## config.mk

```make
export PLATFORM = sky130hd
export DESIGN_NAME = rgb_process_pipe
export DESIGN_NICKNAME = d
export VERILOG_FILES = /design/src/rtl/rgb_process_pkg.sv /design/src/rtl/rgb_tone_ch.sv /design/src/rtl/rgb_process_pipe.sv
export SDC_FILE = /design/constraint.sdc
export NUM_CORES = 1
export LEC_CHECK = 0
export ABC_AREA = 1
export ABC_CLOCK_PERIOD_IN_PS = 7100
export BUFFER_PORTS_ARGS = -buffer_cell sky130_fd_sc_hd__buf_2
export CELL_PAD_IN_SITES_DETAIL_PLACEMENT = 1
export CELL_PAD_IN_SITES_GLOBAL_PLACEMENT = 2
export CORE_MARGIN = 10
export CORE_UTILIZATION = 36
export CTS_CLUSTER_SIZE = 30
export DETAILED_ROUTE_END_ITERATION = 12
export PLACE_DENSITY = 0.85
export REMOVE_ABC_BUFFERS = 1
export SLEW_MARGIN = 25
export SYNTH_ARGS = -nofsm -noshare
export SYNTH_HDL_FRONTEND = slang
export SYNTH_SLANG_ARGS = --single-unit
```

## constraint.sdc

```tcl
create_clock -name clk -period 7.1 [get_ports clk]
set_input_delay 1.42 -clock clk [delete_from_list [all_inputs] [get_ports clk]]
set_output_delay 1.42 -clock clk [all_outputs]
set_load 0.005 [all_outputs]
```

## src/rtl/rgb_process_pkg.sv

```systemverilog
// rgb_process_pkg: shared types and constants for rgb_process_pipe.
//   level_t          intensity level (attenuation select / contrast table index)
//   GAIN_SHIFT       right shift applied to raw*gain products
//   GAIN_W           width of a gain coefficient
//   LO_GAIN/HI_GAIN  contrast-curve gains below / at-or-above the pivot, indexed by level
package rgb_process_pkg;

  typedef enum logic [1:0] {
    LVL_OFF  = 2'd0,
    LVL_QTR  = 2'd1,
    LVL_HALF = 2'd2,
    LVL_FULL = 2'd3
  } level_t;

  localparam int GAIN_SHIFT = 4;
  localparam int GAIN_W     = 5;

  localparam logic [GAIN_W-1:0] LO_GAIN [4] = '{5'd6, 5'd4, 5'd3, 5'd1};
  localparam logic [GAIN_W-1:0] HI_GAIN [4] = '{5'd18, 5'd20, 5'd21, 5'd23};

endpackage

```

## src/rtl/rgb_tone_ch.sv

```systemverilog
// rgb_tone_ch: one colour channel of rgb_process_pipe.
//   Stage 1 registers the raw value and both contrast products.
//   Stage 2 applies shift, saturation, and the override/curve/attenuation mux.
// Ports:
//   clk, rst     pixel clock, asynchronous active-high reset
//   load         stage-1 capture enable (input pixel valid)
//   raw          raw channel value
//   gain_lvl     level used to pick the stage-1 gains (effective level of this pixel)
//   s1_valid     stage-1 contents valid; output forced to 0 when low
//   br           contrast-curve mode for the stage-1 pixel
//   att_lvl      attenuation level for the stage-1 pixel
//   en           attenuation enable for the stage-1 pixel
//   force_zero   blank this channel (crop or another channel's marker)
//   force_max    drive this channel to full scale (own marker)
//   data         processed channel value (registered)
module rgb_tone_ch
  import rgb_process_pkg::*;
#(
  parameter int DATA_W = 8,
  parameter int MID    = 1 << (DATA_W - 1)
) (
  input  logic              clk,
  input  logic              rst,
  input  logic              load,
  input  logic [DATA_W-1:0] raw,
  input  level_t            gain_lvl,
  input  logic              s1_valid,
  input  logic              br,
  input  level_t            att_lvl,
  input  logic              en,
  input  logic              force_zero,
  input  logic              force_max,
  output logic [DATA_W-1:0] data
);

  localparam int                PW    = DATA_W + GAIN_W;
  localparam logic [PW-1:0]     SAT   = PW'((1 << DATA_W) - 1);
  localparam logic [DATA_W-1:0] MAXV  = '1;
  localparam logic [DATA_W-1:0] MID_V = DATA_W'(MID);

  logic [DATA_W-1:0] raw_q;
  logic [PW-1:0]     prod_lo_q, prod_hi_q;
  logic [PW-1:0]     lo_sh, hi_sh;
  logic [DATA_W-1:0] curve, att, sel;

  always_ff @(posedge clk or posedge rst) begin
    if (rst) begin
      raw_q     <= '0;
      prod_lo_q <= '0;
      prod_hi_q <= '0;
    end else if (load) begin
      raw_q     <= raw;
      prod_lo_q <= PW'(raw) * PW'(LO_GAIN[gain_lvl]);
      prod_hi_q <= PW'(raw) * PW'(HI_GAIN[gain_lvl]);
    end
  end

  always_comb begin
    lo_sh = prod_lo_q >> GAIN_SHIFT;
    hi_sh = prod_hi_q >> GAIN_SHIFT;
    // Saturation is judged on the full-width shifted product, before truncation.
    if (raw_q < MID_V)      curve = lo_sh[DATA_W-1:0];
    else if (hi_sh > SAT)   curve = MAXV;
    else                    curve = hi_sh[DATA_W-1:0];

    case (att_lvl)
      LVL_OFF:  att = '0;
      LVL_QTR:  att = raw_q >> 2;
      LVL_HALF: att = raw_q >> 1;
      default:  att = raw_q;
    endcase

    if (force_zero)     sel = '0;
    else if (force_max) sel = MAXV;
    else if (br)        sel = curve;
    else if (en)        sel = att;
    else                sel = raw_q;
  end

  always_ff @(posedge clk or posedge rst) begin
    if (rst) data <= '0;
    else     data <= s1_valid ? sel : '0;
  end

endmodule

```

## src/rtl/rgb_process_pipe.sv

```systemverilog
// rgb_process_pipe: two-stage RGB pixel processor (crop blank, corner markers,
// contrast curve, per-channel attenuation). Control is sampled at start of frame.
// Optional feature macro: RGB_PROC_MARKER_EN (corner calibration markers).
// Ports:
//   clk, rst          pixel clock, asynchronous active-high reset
//   in_valid, in_sof  pixel present / first pixel of frame (sof qualified by valid)
//   in_row, in_col    pixel coordinates
//   in_data           pixel, channel k at [k*DATA_W +: DATA_W]
//   level, ch_en, bright_en  frame controls, captured on a valid sof
//   out_valid, out_row, out_col, out_data  processed pixel, 2 cycles after input
// Handshake: valid-only stream, no ready. Every cycle with in_valid=1 carries one
// pixel; exactly two cycles later out_valid=1 with that pixel. Gaps pass through
// as bubbles, and out_data is 0 whenever out_valid=0.
module rgb_process_pipe
  import rgb_process_pkg::*;
#(
  parameter int DATA_W = 8,
  parameter int NUM_CH = 3,
  parameter int CROP_W = 617,
  parameter int CROP_H = 478,
  parameter int MARK   = 5,
  parameter int MID    = 1 << (DATA_W - 1)
) (
  input  logic                     clk,
  input  logic                     rst,
  input  logic                     in_valid,
  input  logic                     in_sof,
  input  logic [12:0]              in_row,
  input  logic [12:0]              in_col,
  input  logic [NUM_CH*DATA_W-1:0] in_data,
  input  logic [1:0]               level,
  input  logic [NUM_CH-1:0]        ch_en,
  input  logic                     bright_en,
  output logic                     out_valid,
  output logic [12:0]              out_row,
  output logic [12:0]              out_col,
  output logic [NUM_CH*DATA_W-1:0] out_data
);

  localparam int          NMARK  = 3;
  localparam logic [12:0] CROP_WV = 13'(CROP_W);
  localparam logic [12:0] CROP_HV = 13'(CROP_H);

  // Frame shadows and the effective controls for the current input pixel:
  // a sof pixel already uses the values presented with it.
  level_t              lvl_q, lvl_eff;
  logic [NUM_CH-1:0]   en_q, en_eff;
  logic                br_q, br_eff;
  logic                sof_hit;

  logic                blank_d;
  logic [NMARK-1:0]    mark_d;

  logic                v_s1, br_s1, blank_s1;
  level_t              lvl_s1;
  logic [NUM_CH-1:0]   en_s1;
  logic [NMARK-1:0]    mark_s1;
  logic [12:0]         row_s1, col_s1;

  assign sof_hit = in_valid && in_sof;
  assign lvl_eff = sof_hit ? level_t'(level) : lvl_q;
  assign en_eff  = sof_hit ? ch_en : en_q;
  assign br_eff  = sof_hit ? bright_en : br_q;

  always_ff @(posedge clk or posedge rst) begin
    if (rst) begin
      lvl_q <= LVL_OFF;
      en_q  <= '0;
      br_q  <= 1'b0;
    end else if (sof_hit) begin
      lvl_q <= level_t'(level);
      en_q  <= ch_en;
      br_q  <= bright_en;
    end
  end

  assign blank_d = (in_row >= CROP_HV) || (in_col >= CROP_WV);

`ifdef RGB_PROC_MARKER_EN
  localparam logic [12:0] MARK_V = 13'(MARK);
  localparam logic [12:0] COL_HI = 13'(CROP_W - MARK);
  localparam logic [12:0] ROW_HI = 13'(CROP_H - MARK);

  // One-hot marker hit; markers for channels that do not exist stay off.
  always_comb begin
    mark_d = '0;
    if (in_row < MARK_V && in_col < MARK_V)
      mark_d[0] = (NUM_CH > 0);
    if (in_row < MARK_V && in_col >= COL_HI && in_col < CROP_WV)
      mark_d[1] = (NUM_CH > 1);
    if (in_row >= ROW_HI && in_row < CROP_HV && in_col < MARK_V)
      mark_d[2] = (NUM_CH > 2);
  end
`else
  assign mark_d = '0;
`endif

  always_ff @(posedge clk or posedge rst) begin
    if (rst) begin
      v_s1     <= 1'b0;
      row_s1   <= '0;
      col_s1   <= '0;
      blank_s1 <= 1'b0;
      mark_s1  <= '0;
      br_s1    <= 1'b0;
      lvl_s1   <= LVL_OFF;
      en_s1    <= '0;
    end else begin
      v_s1 <= in_valid;
      if (in_valid) begin
        row_s1   <= in_row;
        col_s1   <= in_col;
        blank_s1 <= blank_d;
        mark_s1  <= mark_d;
        br_s1    <= br_eff;
        lvl_s1   <= lvl_eff;
        en_s1    <= en_eff;
      end
    end
  end

  always_ff @(posedge clk or posedge rst) begin
    if (rst) begin
      out_valid <= 1'b0;
      out_row   <= '0;
      out_col   <= '0;
    end else begin
      out_valid <= v_s1;
      out_row   <= row_s1;
      out_col   <= col_s1;
    end
  end

  for (genvar k = 0; k < NUM_CH; k++) begin : g_ch
    logic fmax, fzero;
    if (k < NMARK) begin : g_mk
      assign fmax = mark_s1[k];
    end else begin : g_nomk
      assign fmax = 1'b0;
    end
    // Any marker blanks every channel except the one it lights.
    assign fzero = blank_s1 || ((|mark_s1) && !fmax);

    rgb_tone_ch #(.DATA_W(DATA_W), .MID(MID)) u_ch (
      .clk        (clk),
      .rst        (rst),
      .load       (in_valid),
      .raw        (in_data[k*DATA_W +: DATA_W]),
      .gain_lvl   (lvl_eff),
      .s1_valid   (v_s1),
      .br         (br_s1),
      .att_lvl    (lvl_s1),
      .en         (en_s1[k]),
      .force_zero (fzero),
      .force_max  (fmax),
      .data       (out_data[k*DATA_W +: DATA_W])
    );
  end

endmodule

```

== After elaboration in Yosys (flattened, before gate mapping) ==
Index checks and enable logic that the tools add are counted.

* Bits in registers: 190
* Bits of input ports: 60
* Output and inout bits: 51
* Word-level logic and storage cells: 76

* $mul: 6
* $lt $le $gt $ge: 9
* Equality and inequality tests: 2
* Muxes and demuxes: 30
* Bitwise operators: 1
* Reductions and logical operators: 3

{| class="wikitable"
|+ Operator list
! operator !! number
|-
| 8-bit two-way mux || 18
|-
| 8-bit one-hot mux with 3 select lines || 3
|-
| 8-bit by 5-bit multiplier with 13-bit output || 3
|-
| 8-bit by 5-bit multiplier with 12-bit output || 3
|-
| 9-bit by 8-bit greater-than comparator with 1-bit output (second input constant) || 3
|-
| 8-bit < comparator (second input constant) || 3
|-
| 5-bit binary-select mux with 2-bit select || 2
|-
| 5-bit two-way mux || 4
|-
| 13-bit by 10-bit greater-or-equal comparator with 1-bit output (second input constant) || 1
|-
| 13-bit by 9-bit greater-or-equal comparator with 1-bit output (second input constant) || 1
|-
| 3-bit greater-or-equal comparator (second input constant) || 1
|-
| 3-bit two-way mux || 1
|-
| 2-bit NOT with 3-bit output || 1
|-
| 2-bit by 1-bit equality test with 1-bit output (second input constant) || 1
|-
| 2-bit equality test (second input constant) || 1
|-
| 2-bit logical NOT || 1
|-
| 2-bit two-way mux || 1
|-
| 1-bit logical AND || 1
|-
| 1-bit logical OR || 1
|-
| 1-bit two-way mux || 1
|}

== Depth between registers and ports, before layout ==
Gate-level depths: netlist (run 1).

* Word-level depth: 7
* Depth in mapped cells: 26
* Gate-level depth less buffers: 24

== Modules after synthesis ==
Synthesis (run 1) repeated with hierarchy kept, for this count alone.

* Cell total of the unflattened synthesis: 1589
* Area, all modules: 12376.9 um2

{| class="wikitable"
|+ Modules (own cells, without submodules)
! module !! instances !! cells each !! area each (um2) !! sequential area each (um2)
|-
| rgb_tone_ch (g_ch[0].u_ch) || 1 || 458 || 3359.5 || 825.8
|-
| rgb_tone_ch (g_ch[1].u_ch) || 1 || 459 || 3354.5 || 825.8
|-
| rgb_tone_ch (g_ch[2].u_ch) || 1 || 454 || 3349.5 || 825.8
|-
| rgb_process_pipe || 1 || 218 || 2313.5 || 1676.6
|}

== Least setup slack after synthesis (run 1) ==
No wires, ideal clock.

* Path kind: input to register
* Start: input in_valid
* End: register g_ch[1].u_ch.prod_hi_q[11]
* Library setup time: 0.118 ns
* Arrival: 5.038 ns
* Data required time: 6.982 ns
* Path slack: 1.944 ns
* Stages: 24
* Buffers on the path: 3
* Path through: buf_4 -> nand2_4 -> nand2_2 -> nand2_4 -> buf_2 -> inv_1 -> ha_1 -> clkbuf_1 -> nor2_1 -> ha_1 -> fa_1 -> inv_1 -> fa_1 -> inv_1 -> ha_1 -> nand2_1 -> nor2_1 -> nand3_1 -> o211ai_1 -> nand2_1 -> nand2_1 -> nand2_1 -> nand3_1 -> nand2_1

* Cells in the longest elaborated chain, start to end: 7

{| class="wikitable"
|+ Ends and longest elaborated chain
! what !! line !! RTL
|-
| start, declared || rgb_process_pipe.sv:26 || <nowiki>input logic in_valid,</nowiki>
|-
| 1-bit logical AND || rgb_process_pipe.sv:60 || <nowiki>assign sof_hit = in_valid && in_sof;</nowiki>
|-
| 2-bit two-way mux || -- ||
|-
| 2-bit NOT with 3-bit output (not written as such) || rgb_tone_ch.sv:54 || <nowiki>prod_hi_q <= PW'(raw) * PW'(HI_GAIN[gain_lvl]);</nowiki>
|-
| 5-bit binary-select mux with 2-bit select || rgb_tone_ch.sv:54 ||
|-
| 5-bit two-way mux (not written as such) (2 in a row) || rgb_tone_ch.sv:54 ||
|-
| 8-bit by 5-bit multiplier with 13-bit output || rgb_tone_ch.sv:54 ||
|-
| end signal, assigned || rgb_tone_ch.sv:54 ||
|-
| end, declared || rgb_tone_ch.sv:42 || <nowiki>logic [PW-1:0] prod_lo_q, prod_hi_q;</nowiki>
|}

Several ways; a longest one is shown, not always the timed one. The select of a mux whose other input is x is not followed.
A chain may end at the register's enable or synchronous reset.

== Worst setup path in the final report (run 1) ==
* Start: input in_sof
* End: register g_ch[0].u_ch.prod_hi_q[12]

* Cells in the longest elaborated chain, start to end: 7

{| class="wikitable"
|+ Ends and longest elaborated chain
! what !! line !! RTL
|-
| start, declared || rgb_process_pipe.sv:27 || <nowiki>input logic in_sof,</nowiki>
|-
| 1-bit logical AND || rgb_process_pipe.sv:60 ||
|-
| 2-bit two-way mux || -- ||
|-
| 2-bit NOT with 3-bit output (not written as such) || rgb_tone_ch.sv:54 ||
|-
| 5-bit binary-select mux with 2-bit select || rgb_tone_ch.sv:54 ||
|-
| 5-bit two-way mux (not written as such) (2 in a row) || rgb_tone_ch.sv:54 ||
|-
| 8-bit by 5-bit multiplier with 13-bit output || rgb_tone_ch.sv:54 ||
|-
| end signal, assigned || rgb_tone_ch.sv:54 ||
|-
| end, declared || rgb_tone_ch.sv:42 ||
|}

Every way passes these cells. The select of a mux whose other input is x is not followed.

==> impl_results.md, run 1 <==
* Die width at a little over 200 um
* Gp weighted congestion at around 0.83
* Initial antenna violation count at 0
* Num ports at between 100 and 150
* Number of setup violations in the final report at 0
* HPWL Detailed at 27.1 mm
* Worst vdd ir at ~0.15 mV
* Number of buffers created by CTS at 17
* Synth top area cells: dfrtp_1 35%, ha_1 13%, nand2_1 11%
* Setup ws final at ~1.9 ns
* Vias in the first global route at 10800
* Clock slew at reported path FFs at roughly 0.080 ns
* Run status: finished, final reports clean
* CP Class: primary input to register
* Critical Path AT at approximately 5.5 ns
* CP max FO at 23
* Most instantiated cells after synthesis: 353 x nand2_1, 252 x inv_1, 174 x nor2_1
* Layout area overhead at 13.5%
* Core ar. at between 30000 and 40000 sq um
* Post-CTS Setup Inserts at 0
* Main synth FF type: dfrtp_1
* Fin crit period at ~5.2 ns
* WP data required at ~7.5 ns
* First-pass GRT wire length at a little under 60 mm
* Fin Hold WS at about 0.38 ns
* Number of synthesized flops with an enable pin at 0
* GRT Residual Overflow at 0
* Largest net degree at the start of global routing at 81
* WL met1 at between 15 and 20 mm
* WL/cell at between 15 and 20 um
* Fin. Hold Viols at 0
* CTS tree: done
* Die H at 201 um
* Total GRT Usage at 17.4%
* Top cell type by total area after synthesis: dfrtp_1
* Uppermost layer routed: met4
* Slew Viols, Final at 0
* Max Cap Violations at 0
* Drt pass-1 iters at 4
* Mapped Area at 11800 sq um
* Worst Skew at roughly 0.013 ns
* Tcrit/Tclk final at approximately 73%
* Final net count at 1830
* H-Tree Depth at 4
* #FFs+latches synth at 166
* Netlist cell types at 40
* Mean Syn Cell Area at roughly 7.8 sq um
* Warnings, synthesis at 0
* Clk sinks at 166
* CTS Root Cell: clkbuf_16
* Max Root-Sink Buffers at 2
* # resized after CTS at 0
* Setup TNS at 0 ns
* Critical Path Sink Type: register
* Port bufs at 110
* Yosys top cell area share at approximately a third
* Cell Rows at between 60 and 70
* Count leader, synth: nand2_1
* Initial Utilization at 36.4%
* Antenna Nets Post-Route at 0
* FFs w/ async S/R, synth at 100%
* Ant diodes at 0
* Placement Setup Slack at roughly 1.5 ns
* Lkg Pwr at between 0.007 and 0.008 uW
* Syn Inst Count at roughly 1500
* Hold WC Path Type: register to register
* Final wirelength at between 30 and 40 mm
* Utilization after layout at between 40% and 50%
* Initial DRC Count at approximately 500
* Max Clk Rate at approximately 0.19 GHz
* Unrepaired setup endpoints after global routing: no
* Vias per cell at approximately 5
* Met3 WL at slightly above 900 um
* Worst slew pin tran at 0.879 ns
* Startpoint types: primary input
* Via count at ~10000
* P per Cell Area at 274 nW/um^2
* Layout cells sized above 1 at roughly 11%
* Clock latency on the worst-skew pair at approximately 0.44 ns
* Residual DRC count at 0
* Metal2 WL at about 17 mm
* Die footprint at 40500 sq um
* Normalized max-slew margin at 41.4%
* Sequential area share after synthesis at 35.1%
* Cts hold-fix bufs at 0
==> state kept, by name, summed over array words and instances (netlist names), 2 cells and up <==
name	cells
en_q	3
lvl_s1	2
g_ch.u_ch.data	24
g_ch.u_ch.prod_hi_q	27
lvl_q	2
out_col	13
row_s1	13
out_row	13
col_s1	13
en_s1	3
g_ch.u_ch.raw_q	24
g_ch.u_ch.prod_lo_q	24
==> layout make-up <==
cell class,instances,area [sq um]
clock buffers,17,425
clock inverters,15,195
fillers,4045,19100
inverters,253,955
multi-input cells,1044,6540
flip-flops and latches,166,4150
well taps,442,553
repair buffers,119,621
==> per-layer routing <==
| layer | vias up | global-route usage [%] |
|---|---|---|
| met5 | - | 0 |
| met1 | 5012 | 22.7 |
| li1 | 5000 | - |
| met3 | 34 | 2.12 |
| met4 | 0 | 4.86 |
| met2 | 148 | 29.6 |
==> worst max-delay path: stages <==
cell and delay (ns):
buf_2 0.14, nand2_4 0.10, nand2_2 0.09, nand2_4 0.21, inv_1 0.15, ha_1 0.38, buf_4 0.29, nor2_1 0.08
ha_1 0.29, inv_1 0.06, fa_1 0.50, fa_1 0.52, inv_1 0.04, ha_1 0.34, a21oi_1 0.23, nor2_1 0.06
nor2_1 0.09, nand2_1 0.10, nand2_1 0.12, nand2_1 0.08, nand2_1 0.07, nand3_1 0.06, nand2_1 0.10
==> path summary, 6_finish.rpt <==
check | from | end | slack, ns | depth (start not counted)
worst min-delay path | col_s1[12] | out_col[12] | 0.38 | 0
min in group asynchronous | rst | out_row[0] | 1.10 | 2
worst max register to register | lvl_q[0] | g_ch[0].u_ch.prod_hi_q[12] | 2.78 | 21
worst min register to register | col_s1[12] | out_col[12] | 0.38 | 0
worst max-delay path | in_sof | g_ch[0].u_ch.prod_hi_q[12] | 1.94 | 23
max in group asynchronous | rst | g_ch[0].u_ch.data[0] | 4.88 | 3
==> stage by stage <==
| step | cells | area (sq um) | total power (uW) |
|---|---|---|---|
| 6_report | 2056 | 13400 | 3680 |
| 4_1_cts | 2056 | 13400 | 3720 |
| 3_3_place_gp | 2024 | 12800 | 2680 |
| 3_5_place_dp | 2024 | 12800 | 2730 |
| 2_1_floorplan | 1463 | 11600 | 2280 |
| 5_1_grt | 2056 | 13400 | 3990 |
==> power breakdown <==
group	internal [uW]	switching, uW
clock network	485	488
registers	1100	114
logic	546	944
==> cell usage in the layout, fill, tap and decap left out, drive strengths merged, types with 4 or more instances in the layout <==
master    n
a21oi    59
a31oi    11
buf     119
clkbuf   17
clkinv    7
dfrtp   166
fa       42
ha      127
inv     260
mux2      4
nand2   364
nand3    72
nand3b   11
nand4     5
nor2    181
nor3     22
nor4      4
o211ai    8
o21ai    75
o221ai   24
xnor2     8
xor2      5
==> kinds of logic after synthesis <==
family | after synthesis | synth area share (%)
AOI/OAI and AO/OA | 196 | 9.77
xor gates and xnor gates | 13 | 0.961
adders and majority gates | 169 | 20.5
buffers and inverters | 303 | 9.74
DFF | 166 | 35.1
muxes | 4 | 0.380
and+or+nand+nor | 662 | 23.5
No activity file was read; power rests on OpenSTA's default activity.
==> inputs of run 2 (changes only) <==
ABC_CLOCK_PERIOD_IN_PS = 4650   (was 7100)
CORE_UTILIZATION = 32   (was 36)
PLACE_DENSITY = 0.8   (was 0.85)
clock period = 4.65 ns   (was 7.1 ns; I/O delays follow)
==> impl_results.md, run 2 (synthesis results as in run 1) <==
* # resized after CTS at 0 (unchanged)
* Largest Register: g_ch.u_ch.prod_hi_q
* Most frequent cells in the layout: 353 x nand2_1, 250 x inv_1, 174 x nor2_1
* P per Cell Area at 417 nW/um^2 (+52%)
* Cell Rows at 70 (+6.1%)
* Final wirelength at 35.9 mm (+2.0%)
* Critical Path AT at 4.56 ns (-0.98 ns)
* Critical Path Sink Type: register
* Worst vdd ir at 0.243 mV (+67%)
* Max FFs per register at 27 (unchanged)
* FF/Latch Area at 4150 sq um (unchanged)
* Run status: finished, final reports clean
* Worst Skew at 0.00905 ns (-0.00395 ns)
* Max Clk Rate at roughly 0.24 GHz
* Multi-input logic area at 6540 sq um (unchanged)
* HPWL Detailed at 28.2 mm (+4.0%)
* Lkg Pwr at 0.00743 uW (+1.5%)
* Final net count at 1856 (+1.4%)
* WL/cell at 17.0 um (-0.61%)
* Vias per cell at 4.84 (-2.5%)
* Unrepaired setup endpoints after global routing: no
* Die width at 212 um (+5.5%)
* Gp weighted congestion at 0.836 (+0.63%)
* Layout area overhead at 15.2%
* Layout cells sized above 1 at 12.7% (+1.4 points)
* First-pass GRT wire length at 58.8 mm (+2.0%)
* Utilization after layout at 37.3% (-4.0 points)
* Fin. Hold Viols at 0 (unchanged)
* Total GRT Usage at 16.4% (-1.0 points)
* Num ports at 111 (unchanged)
* Normalized max-slew margin at 31.5% (-10 points)
* CTS Root Cell: clkbuf_16
* Worst slew pin tran at 1.03 ns (+0.149 ns)
* Die footprint at 45100 sq um (+11%)
* Number of setup violations in the final report at 0 (unchanged)
* CP max FO at 16 (-30%)
* Port bufs at 110 (unchanged)
* Setup ws final at 0.425 ns (-1.52 ns)
* Antenna Nets Post-Route at 0 (unchanged)
* Placement Setup Slack at 0.00325 ns (-1.46 ns)
* Initial DRC Count at 568 (+16%)
* Startpoint types: primary input
* R2R cell count at 21 (unchanged)
* Cts hold-fix bufs at 0 (unchanged)
* Most common cell after layout, fill and taps aside: nand2_1
* Max Root-Sink Buffers at 2 (unchanged)
* Filler instances at 4500 (+11%)
* Slack of the worst reg-to-reg path at 0.74 ns (-2.04 ns)
* GRT Residual Overflow at 0 (unchanged)
* Slew Viols, Final at 0 (unchanged)
* Fin Hold WS at 0.378 ns (+0.00168 ns)
* RR Startpoint: lvl_q[0]
* Post-CTS Setup Inserts at 0 (unchanged)
* Residual DRC count at 0 (unchanged)
* Die H at 212 um (+5.5%)
* Via count at 10200 (+0.049%)
* Clock latency on the worst-skew pair at 0.44 ns (about the same)
* WP data required at 4.98 ns (-2.51 ns)
* Clock slew at reported path FFs at 0.07 ns (about the same)
* Max Cap Violations at 0 (unchanged)
* CTS tree: done
* Number of buffers created by CTS at 17 (unchanged)
* Hold WC Path Type: register to register
* H-Tree Depth at 4 (unchanged)
* CP Class: primary input to register
* Vias in the first global route at 10900 (+0.40%)
* Core ar. at 36500 sq um (+12%)
* Initial antenna violation count at 0 (unchanged)
* Fin crit period at 4.23 ns
* Tcrit/Tclk final at about nine tenths
* CP Launch Point: in_sof
* Initial Utilization at 32.4% (-4.0 points)
* Clk sinks at 166 (unchanged)
* Reg-to-reg endpoint: g_ch[0].u_ch.prod_hi_q[9]
* Largest net degree at the start of global routing at 101 (+25%)
* Drt pass-1 iters at 4 (unchanged)
* Worst setup endpoint: g_ch[0].u_ch.prod_hi_q[9]
[run 2: cell count changes in the layout (fill, tap and decap cells not counted), sizes merged]
cell      change
buf          +26
clkbuf        +1
clkinv        -1
clkinvlp      +2
diode         +1
inv           -2
[run 2: cell type report]
| cell class | instances | share of cell area [%] |
|---|---|---|
| repair buffers | 145 | 6.07 |
| flip-flops and latches | 166 | 30.5 |
| clock inverters | 14 | 1.01 |
| well taps | 468 | 4.29 |
| multi-input cells | 1044 | 47.9 |
| inverters | 253 | 7.01 |
| clock buffers | 18 | 3.22 |
| diodes | 1 | 0.0183 |
[run 2: worst max-delay path, stage by stage]
cell,delay [ns]
buf_2,0.14
nand3_1,0.13
nand2_4,0.06
inv_1,0.07
ha_1,0.39
buf_12,0.21
nor2_1,0.07
ha_1,0.29
fa_1,0.54
inv_1,0.05
fa_1,0.50
inv_1,0.04
ha_1,0.32
nand2_1,0.08
nor2_1,0.11
nand3_1,0.09
nand2_1,0.16
nand3_1,0.11
nand2_1,0.09
nand2_1,0.05
nand3_1,0.06
nand2_1,0.06
[run 2: per-stage QoR]
stage	instances	cell area, sq um	TNS, ns	total power (uW)
2_1_floorplan	1463	11600	-127.83	3480
3_3_place_gp	2076	13100	0	4260
3_5_place_dp	2076	13100	0	4330
4_1_cts	2108	13600	0	5750
5_1_grt	2108	13600	0	6210
6_report	2109	13600	0	5680
[run 2: worst min path at each step]
stage	depth (start not counted)	start	end
after floorplan	0	col_s1[0]	out_col[0]
after global placement	0	col_s1[5]	out_col[5]
after detailed placement	0	col_s1[10]	out_col[10]
after CTS	0	col_s1[4]	out_col[4]
after global routing	0	col_s1[6]	out_col[6]
final	0	col_s1[10]	out_col[10]
[run 2: metal layers]
| metal | part of all wire [%] | wire (um) | track usage [%] |
|---|---|---|---|
| met1 | 48 | 17300 | 22.0 |
| met2 | 48 | 17100 | 27.1 |
| met3 | 3.1 | 1130 | 2.46 |
| met4 | 1.0 | 360 | 3.52 |
| met5 | 0 | 0 | 0 |
[run 2: power breakdown]
group | leakage [uW] | switching [uW] | internal [uW]
logic | 0.00509 | 1500 | 954
registers | 0.00206 | 154 | 1680
clock network | 0.000275 | 672 | 724
total | 0.00743 | 2320 | 3360
==> inputs of run 3 (changes only) <==
RECOVER_POWER = 100   (was default)
==> impl_results.md, run 3 (synthesis results as in run 1) <==
* Startpoint types: primary input
* Most common cell after layout, fill and taps aside: nand2_1
* GRT Residual Overflow at 0 (unchanged)
* Number of setup violations in the final report at 0 (unchanged)
* Placement Setup Slack at 0.00325 ns (unchanged)
* Utilization after layout at 37.0% (-0.33 points)
* P per Cell Area at 419 nW/um^2 (+0.52%)
* Port bufs at 110 (unchanged)
* Initial antenna violation count at 0 (unchanged)
* Layout cells sized above 1 at 8.72% (-4.0 points)
* Multi-input logic area at 6520 sq um (-0.27%)
* Worst slew pin tran at 2.31 ns (+1.28 ns)
* Switching Fraction at 40.9% (+0.048 points)
* Worst Skew at 0.00876 ns (-0.000285 ns)
* Residual DRC count at 0 (unchanged)
* WP data required at 4.87 ns (-0.11 ns)
* CTS tree: done
* CP Class: primary input to register
* Fin. Hold Viols at 0 (unchanged)
* Largest Register: g_ch.u_ch.prod_hi_q
* Share of power burned in registers at 32.5% (+0.2 points)
* Critical Path Sink Type: register
* Final wirelength at 35.9 mm (about the same)
* Run status: complete, but fails checks
* Post-CTS Setup Inserts at 0 (unchanged)
* Clock share of power at 24.7% (about the same)
* Max FFs per register at 27 (unchanged)
* Reg-to-reg endpoint: g_ch[1].u_ch.prod_hi_q[7]
* WL/cell at 17.0 um (about the same)
* Final net count at 1856 (unchanged)
* Initial Utilization at 32.4% (unchanged)
* Vias in the first global route at 10900 (unchanged)
* Number of buffers created by CTS at 17 (unchanged)
* Slack of the worst reg-to-reg path at 0.70 ns (-0.04 ns)
* Most frequent cells in the layout: 356 x nand2_1, 250 x inv_1, 174 x nor2_1
* Crit-path cells: buf_2 -> nand2_1 -> nand2_2 -> nand2_4 -> inv_1 -> ha_1 -> nor2_1 -> ha_1 -> fa_1 -> inv_1 -> fa_1 -> inv_1 -> ha_1 -> nand2_1 -> nor2_1 -> nand3_1 -> o211ai_1 -> clkbuf_4 -> xnor2_1 -> o21ai_1
* # resized after CTS at 0 (unchanged)
* Unrepaired setup endpoints after global routing: no
* Clk sinks at 166 (unchanged)
* Worst path slowest cell: fa_1
* Core ar. at 36500 sq um (unchanged)
* Vias per cell at 4.84 (+0.14%)
* Hold WC Path Type: register to register
* H-Tree Depth at 4 (unchanged)
* Slew Viols, Final at 245 (+245)
* Clock latency on the worst-skew pair at 0.44 ns (about the same)
* FF/Latch Area at 4150 sq um (unchanged)
* Pwr Total at 5660 uW (-0.37%)
* Cell Rows at 70 (unchanged)
* Initial DRC Count at 536 (-5.6%)
* Drt pass-1 iters at 5 (+1)
* Switching Power at 2320 uW (-0.25%)
* Max Clk Rate at 0.233 GHz (-1.6%)
* Hold path endpoint: out_col[10]
* Largest net degree at the start of global routing at 101 (unchanged)
* Filler instances at 4519 (+0.42%)
* CP max FO at 5 (-11)
* Gp weighted congestion at 0.836 (unchanged)
* Die H at 212 um (unchanged)
* CTS Root Cell: clkbuf_16
* Setup ws final at 0.356 ns (-0.0689 ns)
* Max Root-Sink Buffers at 2 (unchanged)
* Comb pwr share at 42.9% (-0.2 points)
* Antenna Nets Post-Route at 0 (unchanged)
* CP delay by family, top: adder cells
* Internal power at 3350 uW (-0.45%)
* Hold path startpoint: col_s1[10]
* Number of cells on the worst hold path at 0 (unchanged)
* First-pass GRT wire length at 58.8 mm (unchanged)
* Clock slew at reported path FFs at 0.07 ns (about the same)
* Die footprint at 45100 sq um (unchanged)
* Slowest stage delay, CP at 0.53 ns (about the same)
* CP Buf/Inv Count at 5 (unchanged)
* Die width at 212 um (unchanged)
* Fin Hold WS at 0.378 ns (-0.000234 ns)
* Worst vdd ir at 0.242 mV (-0.45%)
* R2R cell count at 18 (-14%)
* Num ports at 111 (unchanged)
* Total GRT Usage at 16.4% (unchanged)
* Max Cap Violations at 4 (+4)
* HPWL Detailed at 28.2 mm (unchanged)
* Via count at 10200 (+0.14%)
* Critical Path AT at 4.52 ns (-0.04 ns)
* Layout area overhead at 14.1%
* Tcrit/Tclk final at 92.3% (+1.5 points)
* Lkg Pwr at 0.00720 uW (-3.0%)
* Normalized max-slew margin at -53.9% (-85 points)
* Failing checks: max-capacitance violations, max-slew violations
* RR Startpoint: lvl_q[0]
* Fin crit period at 4.29 ns (+0.0689 ns)
* Cts hold-fix bufs at 0 (unchanged)
==> run 3: changes by cell type in the layout (fill, tap and decap cells not counted), moves of 2 or more <==
cell      delta
mux2_1       +2
nand2_2      -2
o21ai_1      -2
nand2_1      +3
o21ai_0      +2
mux2_2       -2
buf_2       -46
buf_4       -13
clkbuf_1    +58
==> run 3: worst reg2reg max path, cell delays in order (launching register included) <==
cell and delay, ns:
dfrtp_1 0.38, nand2_2 0.09, nand2_4 0.04, inv_1 0.07, ha_1 0.38, nor2_1 0.10
ha_1 0.31, fa_1 0.53, inv_1 0.06, fa_1 0.52, inv_1 0.04, ha_1 0.32
nand2_1 0.08, nor2_1 0.09, nand3_1 0.08, o211ai_1 0.20, clkbuf_4 0.23, xnor2_1 0.12
o21ai_1 0.09
==> run 3: how the worst max path moves through the flow <==
stage,from,to,slack [ns],cells after the start
floorplan,rst,blank_s1,-0.77,1
global placement,in_sof,g_ch[2].u_ch.prod_hi_q[9],0.06,22
detailed placement,in_sof,g_ch[0].u_ch.prod_hi_q[9],0.003,22
CTS,in_sof,g_ch[0].u_ch.prod_hi_q[9],0.45,22
global route,in_valid,g_ch[2].u_ch.prod_lo_q[8],0.07,19
finish,in_sof,g_ch[1].u_ch.prod_hi_q[7],0.36,20
==> run 3: stage by stage <==
stage	instances	TNS, ns	cell area [sq um]
2_1_floorplan	1463	-127.83	11600
3_3_place_gp	2076	0	13100
3_5_place_dp	2076	0	13100
4_1_cts	2108	0	13600
5_1_grt	2108	0	13500
6_report	2109	0	13500
==> run 3: layout make-up <==
class	count	area share, %
multi-input combinational	1044	48.2
sequential	166	30.7
inverter	253	7.06
timing repair buffer	145	5.37
tap	468	4.33
clock buffer	18	3.25
clock inverter	14	1.02
antenna	1	0.0185
==> run 3: routing by layer <==
layer / wire length, um / vias to the layer above / track usage, %
met4: 378 / 0 / 3.52
met3: 1160 / 25 / 2.46
met1: 17300 / 5018 / 22.0
met2: 17100 / 125 / 27.1
li1: - / 5045 / -
met5: 0 / - / 0
==> run 3: power groups by stage <==
| stage | Sequential [uW] | Clock (uW) | Combinational [uW] |
|---|---|---|---|
| CTS | 1840 | 1430 | 2490 |
| detailed placement | 1860 | 0 | 2470 |
| global placement | 1850 | 0 | 2400 |
| global route | 1870 | 1490 | 2830 |
| finish | 1840 | 1400 | 2430 |
| floorplan | 1810 | 0 | 1670 |
